**config.mk**
```make
export PLATFORM = sky130hd
export DESIGN_NAME = tx_framer
export DESIGN_NICKNAME = d
export VERILOG_FILES = /design/src/rtl/tx_framer.sv
export SDC_FILE = /design/constraint.sdc
export NUM_CORES = 1
export LEC_CHECK = 0
export BUFFER_PORTS_ARGS = -buffer_cell sky130_fd_sc_hd__buf_4
export CAP_MARGIN = 20
export CORE_MARGIN = 3
export CORE_UTILIZATION = 35
export DETAILED_ROUTE_END_ITERATION = 8
export GPL_ROUTABILITY_DRIVEN = 0
export PLACE_DENSITY = 0.52
export SLEW_MARGIN = 20
export SYNTH_ARGS = -nofsm -noshare
export SYNTH_HDL_FRONTEND = slang
export SYNTH_SLANG_ARGS = --single-unit
export TNS_END_PERCENT = 30
```
**constraint.sdc**
```tcl
create_clock -name clk -period 2.51 [get_ports clk]
set_input_delay 0.1255 -clock clk [delete_from_list [all_inputs] [get_ports clk]]
set_output_delay 0.1255 -clock clk [all_outputs]
set_load 0.1 [all_outputs]
```
**src/rtl/tx_framer.sv**
```systemverilog
// ----------------------------------------------------------------------------
// tx_framer
//
// Packs pairs of payload bytes into 32-bit frame words {SYNC, P0, P1, CK}
// for a serial modulator. CK = (P0 + P1) mod 256. It issues a one-cycle
// start pulse per frame. After the pulse, the framer holds off for the
// transmit time plus a guard interval before it issues the next frame.
//
// Ports
//   clk          single clock, rising edge
//   reset        asynchronous, active-low reset (0 = reset)
//   in_data      payload byte
//   in_valid     in_data valid; a byte transfers when in_valid && in_ready
//   in_ready     framer can accept a byte (2-byte collector not full)
//   flush        pad a half-filled collector with 8'h00 and send it
//   data         frame word to the modulator, bit 31 sent first
//   start        one-cycle start pulse to the modulator
//   busy         LOAD, TX or GUARD active
//   frame_count  number of start pulses issued, wraps at 16 bits
// ----------------------------------------------------------------------------
module tx_framer #(
    parameter int         BITS         = 32,
    parameter int         WAVELENGTH   = 4,
    parameter logic [7:0] SYNC         = 8'hA5,
    parameter int         GUARD_CYCLES = 16
) (
    input  logic            clk,
    input  logic            reset,
    input  logic [7:0]      in_data,
    input  logic            in_valid,
    output logic            in_ready,
    input  logic            flush,
    output logic [BITS-1:0] data,
    output logic            start,
    output logic            busy,
    output logic [15:0]     frame_count
);

    localparam int TX_CYCLES = (BITS + 1) * WAVELENGTH;
    localparam int CNT_MAX   = (TX_CYCLES > GUARD_CYCLES) ? TX_CYCLES : GUARD_CYCLES;
    localparam int CNT_W     = $clog2(CNT_MAX + 1);

    localparam logic [CNT_W-1:0] TX_LOAD    = CNT_W'(TX_CYCLES - 1);
    localparam logic [CNT_W-1:0] GUARD_LOAD = CNT_W'(GUARD_CYCLES - 1);

    typedef enum logic [1:0] {
        IDLE,
        LOAD,
        TX,
        GUARD
    } state_t;

    state_t           state, state_nxt;
    logic [CNT_W-1:0] cnt, cnt_nxt;
    logic             load;

    logic [1:0]       fill;
    logic [7:0]       p0, p1;
    logic             accept;
    logic             pad;

    function automatic logic [7:0] checksum(input logic [7:0] a, input logic [7:0] b);
        return a + b;
    endfunction

    // The ready flag depends only on the collector fill level. This keeps
    // the handshake free of any dependency on the FSM.
    assign in_ready = (fill != 2'd2);
    assign accept   = in_valid && in_ready;
    // A flush matters only when exactly one byte is waiting and no byte
    // arrives in the same cycle to complete the pair.
    assign pad      = flush && (fill == 2'd1) && !accept;

    // Byte collector
    always_ff @(posedge clk or negedge reset) begin
        if (!reset) begin
            fill <= 2'd0;
            p0   <= 8'h00;
            p1   <= 8'h00;
        end else if (load) begin
            // Emptying and refilling share an edge so no byte is lost.
            if (accept) begin
                p0   <= in_data;
                fill <= 2'd1;
            end else begin
                fill <= 2'd0;
            end
        end else if (accept) begin
            if (fill == 2'd0) begin
                p0   <= in_data;
                fill <= 2'd1;
            end else begin
                p1   <= in_data;
                fill <= 2'd2;
            end
        end else if (pad) begin
            p1   <= 8'h00;
            fill <= 2'd2;
        end
    end

    // FSM state register and interval counter
    always_ff @(posedge clk or negedge reset) begin
        if (!reset) begin
            state <= IDLE;
            cnt   <= '0;
        end else begin
            state <= state_nxt;
            cnt   <= cnt_nxt;
        end
    end

    // Next-state logic; TX and GUARD share one down-counter
    always_comb begin
        state_nxt = state;
        cnt_nxt   = cnt;
        load      = 1'b0;
        busy      = (state != IDLE);
        case (state)
            IDLE: begin
                if (fill == 2'd2)
                    state_nxt = LOAD;
            end
            LOAD: begin
                load      = 1'b1;
                state_nxt = TX;
                cnt_nxt   = TX_LOAD;
            end
            TX: begin
                if (cnt == '0) begin
                    state_nxt = GUARD;
                    cnt_nxt   = GUARD_LOAD;
                end else begin
                    cnt_nxt = cnt - 1'b1;
                end
            end
            GUARD: begin
                if (cnt == '0)
                    state_nxt = IDLE;
                else
                    cnt_nxt = cnt - 1'b1;
            end
            default: state_nxt = IDLE;
        endcase
    end

    // Registered outputs. start and data come straight from flops. This
    // keeps any in_valid/flush change from reaching the modulator in the
    // same cycle.
    always_ff @(posedge clk or negedge reset) begin
        if (!reset) begin
            data        <= '0;
            start       <= 1'b0;
            frame_count <= 16'h0000;
        end else begin
            start <= load;
            if (load) begin
                data        <= BITS'({SYNC, p0, p1, checksum(p0, p1)});
                frame_count <= frame_count + 16'h0001;
            end
        end
    end

endmodule

```
==> results.sh <==
export IMPL_outcome="finished, final reports clean"
export IMPL_std_cell_rows=34
export IMPL_layout_drive_gt1_share_pct=33.8
export IMPL_tritoncts_num_buffers=9
export IMPL_wl_met3_um=318
export IMPL_r2r_start="p1[0]"
export IMPL_flow_area_growth_from_synthesis_pct=22.6
export IMPL_htree_num_levels=3
export IMPL_overflow=0
export IMPL_max_slew_margin_rel_pct=40.5
export IMPL_longest_individual_stage_delay_on_the_worst_path_ps=410
export IMPL_layout_setup_ws_ps=523
export IMPL_floorplan_die_area_sq_um=10600
export IMPL_grtUsageTotal_pct=13.7
export IMPL_setup_violations_final=0
export IMPL_dr_first_iter_drc_count=68
export IMPL_die_height_um=103
export IMPL_timing_hold_worst_class="in2reg"
export IMPL_syn_inst=268
export IMPL_avgViaCountPerCell=5.02
export IMPL_cap_viol_max_count=0
export IMPL_floorplan_initialDensity_pct=36.9
export IMPL_series_of_cell_instances_along_the_critical_path="ha_1 > fa_1 > a21o_1 > a31o_1 > a2111o_1 > nand4_1"
export IMPL_route_antenna_remaining_nets=0
export IMPL_wl_mm=6.60
export IMPL_drt_met1_wl_mm=3.14
export IMPL_nNetsFinal=364
export IMPL_path_class="reg2reg"
export IMPL_hold_path_cell_count=2
export IMPL_worst_skew_pair_late_latency_ps=330
export IMPL_final_setup_skew_ps=6.82
export IMPL_via_count_of_the_first_global_routing_pass=2272
export IMPL_met2WireLength_mm=3.11
export IMPL_timing_final_crit_period_ps=1990
export IMPL_hold_path_end="p1[3]"
export IMPL_grt_setup_unrepaired="false"
export IMPL_num_vias=2249
export IMPL_fin_crit_sh_pct=79.2
export IMPL_timing_hold_violations_final=0
export IMPL_synthDistinctLibCells=49
export IMPL_ctsRootBufferMaster="clkbuf_8"
export IMPL_capture_instance_of_the_worst_register_to_register_path="data[6]"
export IMPL_worst_r2r_cell_count=6
export IMPL_post_cts_setup_buffers=0
export IMPL_global_route_wire_length_before_repair_mm=11.2
export IMPL_dr_max_layer_used="met4"
export IMPL_worst_margin_slew_ps=892
export IMPL_min_from="in_data[3]"
export IMPL_antenna_diode_count=0
export IMPL_port_buffer_count=58
export IMPL_critPathSlowestCell="dfrtp_1"
export IMPL_critical_path_peak_fanout=3
export IMPL_mappedNetlistArea_sq_um=3290
export IMPL_synth_sequential_area_ratio_pct=53.2
export IMPL_ctsLongestPathBuffers=2
export IMPL_max_slew_violation_count=0
export IMPL_coreArea_sq_um=8930
export IMPL_dp_hpwl_mm=4.60
export IMPL_horizontal_extent_of_the_die_um=103
export IMPL_sinks_on_clock_net=70
export IMPL_num_io_pins=63
export IMPL_critPathArrivalTime_ps=2260
export IMPL_timing_setup_tns_ps=0
export IMPL_yosys_register_bits=70
export IMPL_ff2ff_setup_slack_ps=520
export IMPL_grt_max_degree=71
export IMPL_antenna_found_initial=0
export IMPL_drt_drc_violations_left=0
export IMPL_routedWlPerCell_um=14.7
export IMPL_critPathLaunchType="flip-flop"
export IMPL_syn_mean_instance_area_sq_um=12.3
export IMPL_synth_yosys_warnings=0
export IMPL_worst_ep_required_time_ps=2780
export IMPL_timing_fmax_mhz=503
export IMPL_dr_pass1_iters=4
export IMPL_clk_transition_reported_paths_ps=70
export IMPL_tritoncts="built"
export IMPL_dp_worst_setup_slack_ps=508
export IMPL_end_kind="flip-flop"
cell usage in the layout (no fill, tap or decap), types with 2 or more instances in the layout:
| master | count |
|---|---|
| dfrtp_1 | 70 |
| nor3_2 | 2 |
| conb_1 | 4 |
| nor3_1 | 2 |
| clkbuf_8 | 9 |
| o21ai_0 | 8 |
| nand3_1 | 7 |
| a22o_1 | 10 |
| mux2_2 | 29 |
| nand3_2 | 2 |
| a21oi_1 | 10 |
| clkinv_2 | 4 |
| xnor2_1 | 15 |
| nor2_1 | 8 |
| dlygate4sd3_1 | 8 |
| xor2_1 | 4 |
| nand2_1 | 17 |
| buf_4 | 60 |
| ha_1 | 15 |
| mux2i_1 | 2 |
| inv_1 | 10 |
| a31oi_1 | 3 |
| a21o_1 | 4 |
| nand4_1 | 7 |
| o31ai_1 | 2 |
| and4_1 | 2 |
per-layer routing:
layer  vias up  GRT usage, %
li1       1093             -
met1      1105          18.4
met2        49          21.4
met3         2          4.87
met4         0          3.29
met5         -             0
cell type report:
class	count	area, sq um
Fill cell	835	4890
Sequential cell	70	1750
Multi-Input combinational cell	176	1430
Timing Repair Buffer	68	531
Tap cell	108	135
Clock buffer	10	128
Inverter	11	41.3
Clock inverter	5	27.5
cell families after synthesis:
kind of cell	Yosys count	synth area share (%)
xor gates and xnor gates	19	5.05
other	1	0.114
and+or+nand+nor	57	9.57
muxes	32	11.0
AOI/OAI and AO/OA	48	10.9
adders and majority gates	16	6.30
buffers and inverters	25	3.87
DFF	70	53.2
state kept, by name, summed over array words and instances, names as in the netlist:
register	flops
fill	2
p1	8
data	25
p0	8
start	1
state	2
frame_count	16
cnt	8
what timing repair did:
action / 4_1_cts / 5_1_grt
gates resized for setup: 0 / 0
hold buffers: 8 / 0
hold endpoints to repair: 77 / 0
per-stage QoR:
stage / instances / utilization [%] / hold WS [ps] / instance area [sq um]
after global routing: 448 / 45.2 / 6.18 / 4040
after floorplan: 271 / - / -170 / 3310
after detailed placement: 425 / 42.6 / 325 / 3800
final: 448 / 45.2 / 22.7 / 4040
after CTS: 448 / 45.2 / 0.200 / 4040
after global placement: 425 / 42.6 / 324 / 3800
worst max-delay path, delay by kind of cell (launching register included):
kind,cells,cell delay (ps)
flip-flops,1,410
AND/OR/NAND/NOR,1,80
AO/OA/AOI/OAI,3,810
adder cells (fa/ha/maj),2,630
cell usage after synthesis (all sizes together):
master	instances	share of area, %
nand3b	1	0.23
a311oi	1	0.46
a41oi	1	0.84
or3	1	0.19
nand2b	1	0.19
a31oi	3	0.57
and3	1	0.19
dfrtp	70	53
nand4b	1	0.27
and4	2	0.53
a21oi	10	1.5
o41ai	1	0.27
nor4	1	0.19
conb	1	0.11
nor3	4	0.91
o21a	1	0.23
a31o	1	0.27
nand3	9	1.7
fa	1	0.61
a32oi	1	0.27
a211oi	1	0.23
inv	11	1.3
clkbuf	3	0.34
nor2	10	1.4
a2111o	1	0.34
and2b	1	0.30
a21o	4	0.91
nand4	7	1.3
o31ai	2	0.46
mux2	30	10
xor2	4	1.1
mux2i	2	0.61
nand2	17	1.9
a22o	10	2.7
o21ai	9	1.4
xnor2	15	4.0
ha	15	5.7
o32a	1	0.30
o311ai	1	0.27
or2	1	0.19
buf	11	2.3
worst max-delay path by stage:
stage | from | end | slack, ps | cells after the start
final | p1[0] | data[6] | 520 | 6
after detailed placement | state[1] | frame_count[9] | 510 | 6
after global routing | state[1] | frame_count[11] | 330 | 6
after floorplan | frame_count[0] | frame_count[12] | 360 | 5
after CTS | p0[0] | data[6] | 520 | 6
after global placement | p0[0] | data[6] | 550 | 6
Power is left out: the tool's default activity adds up to more than one toggle a clock period on the data nets, which glitch-free logic cannot reach.
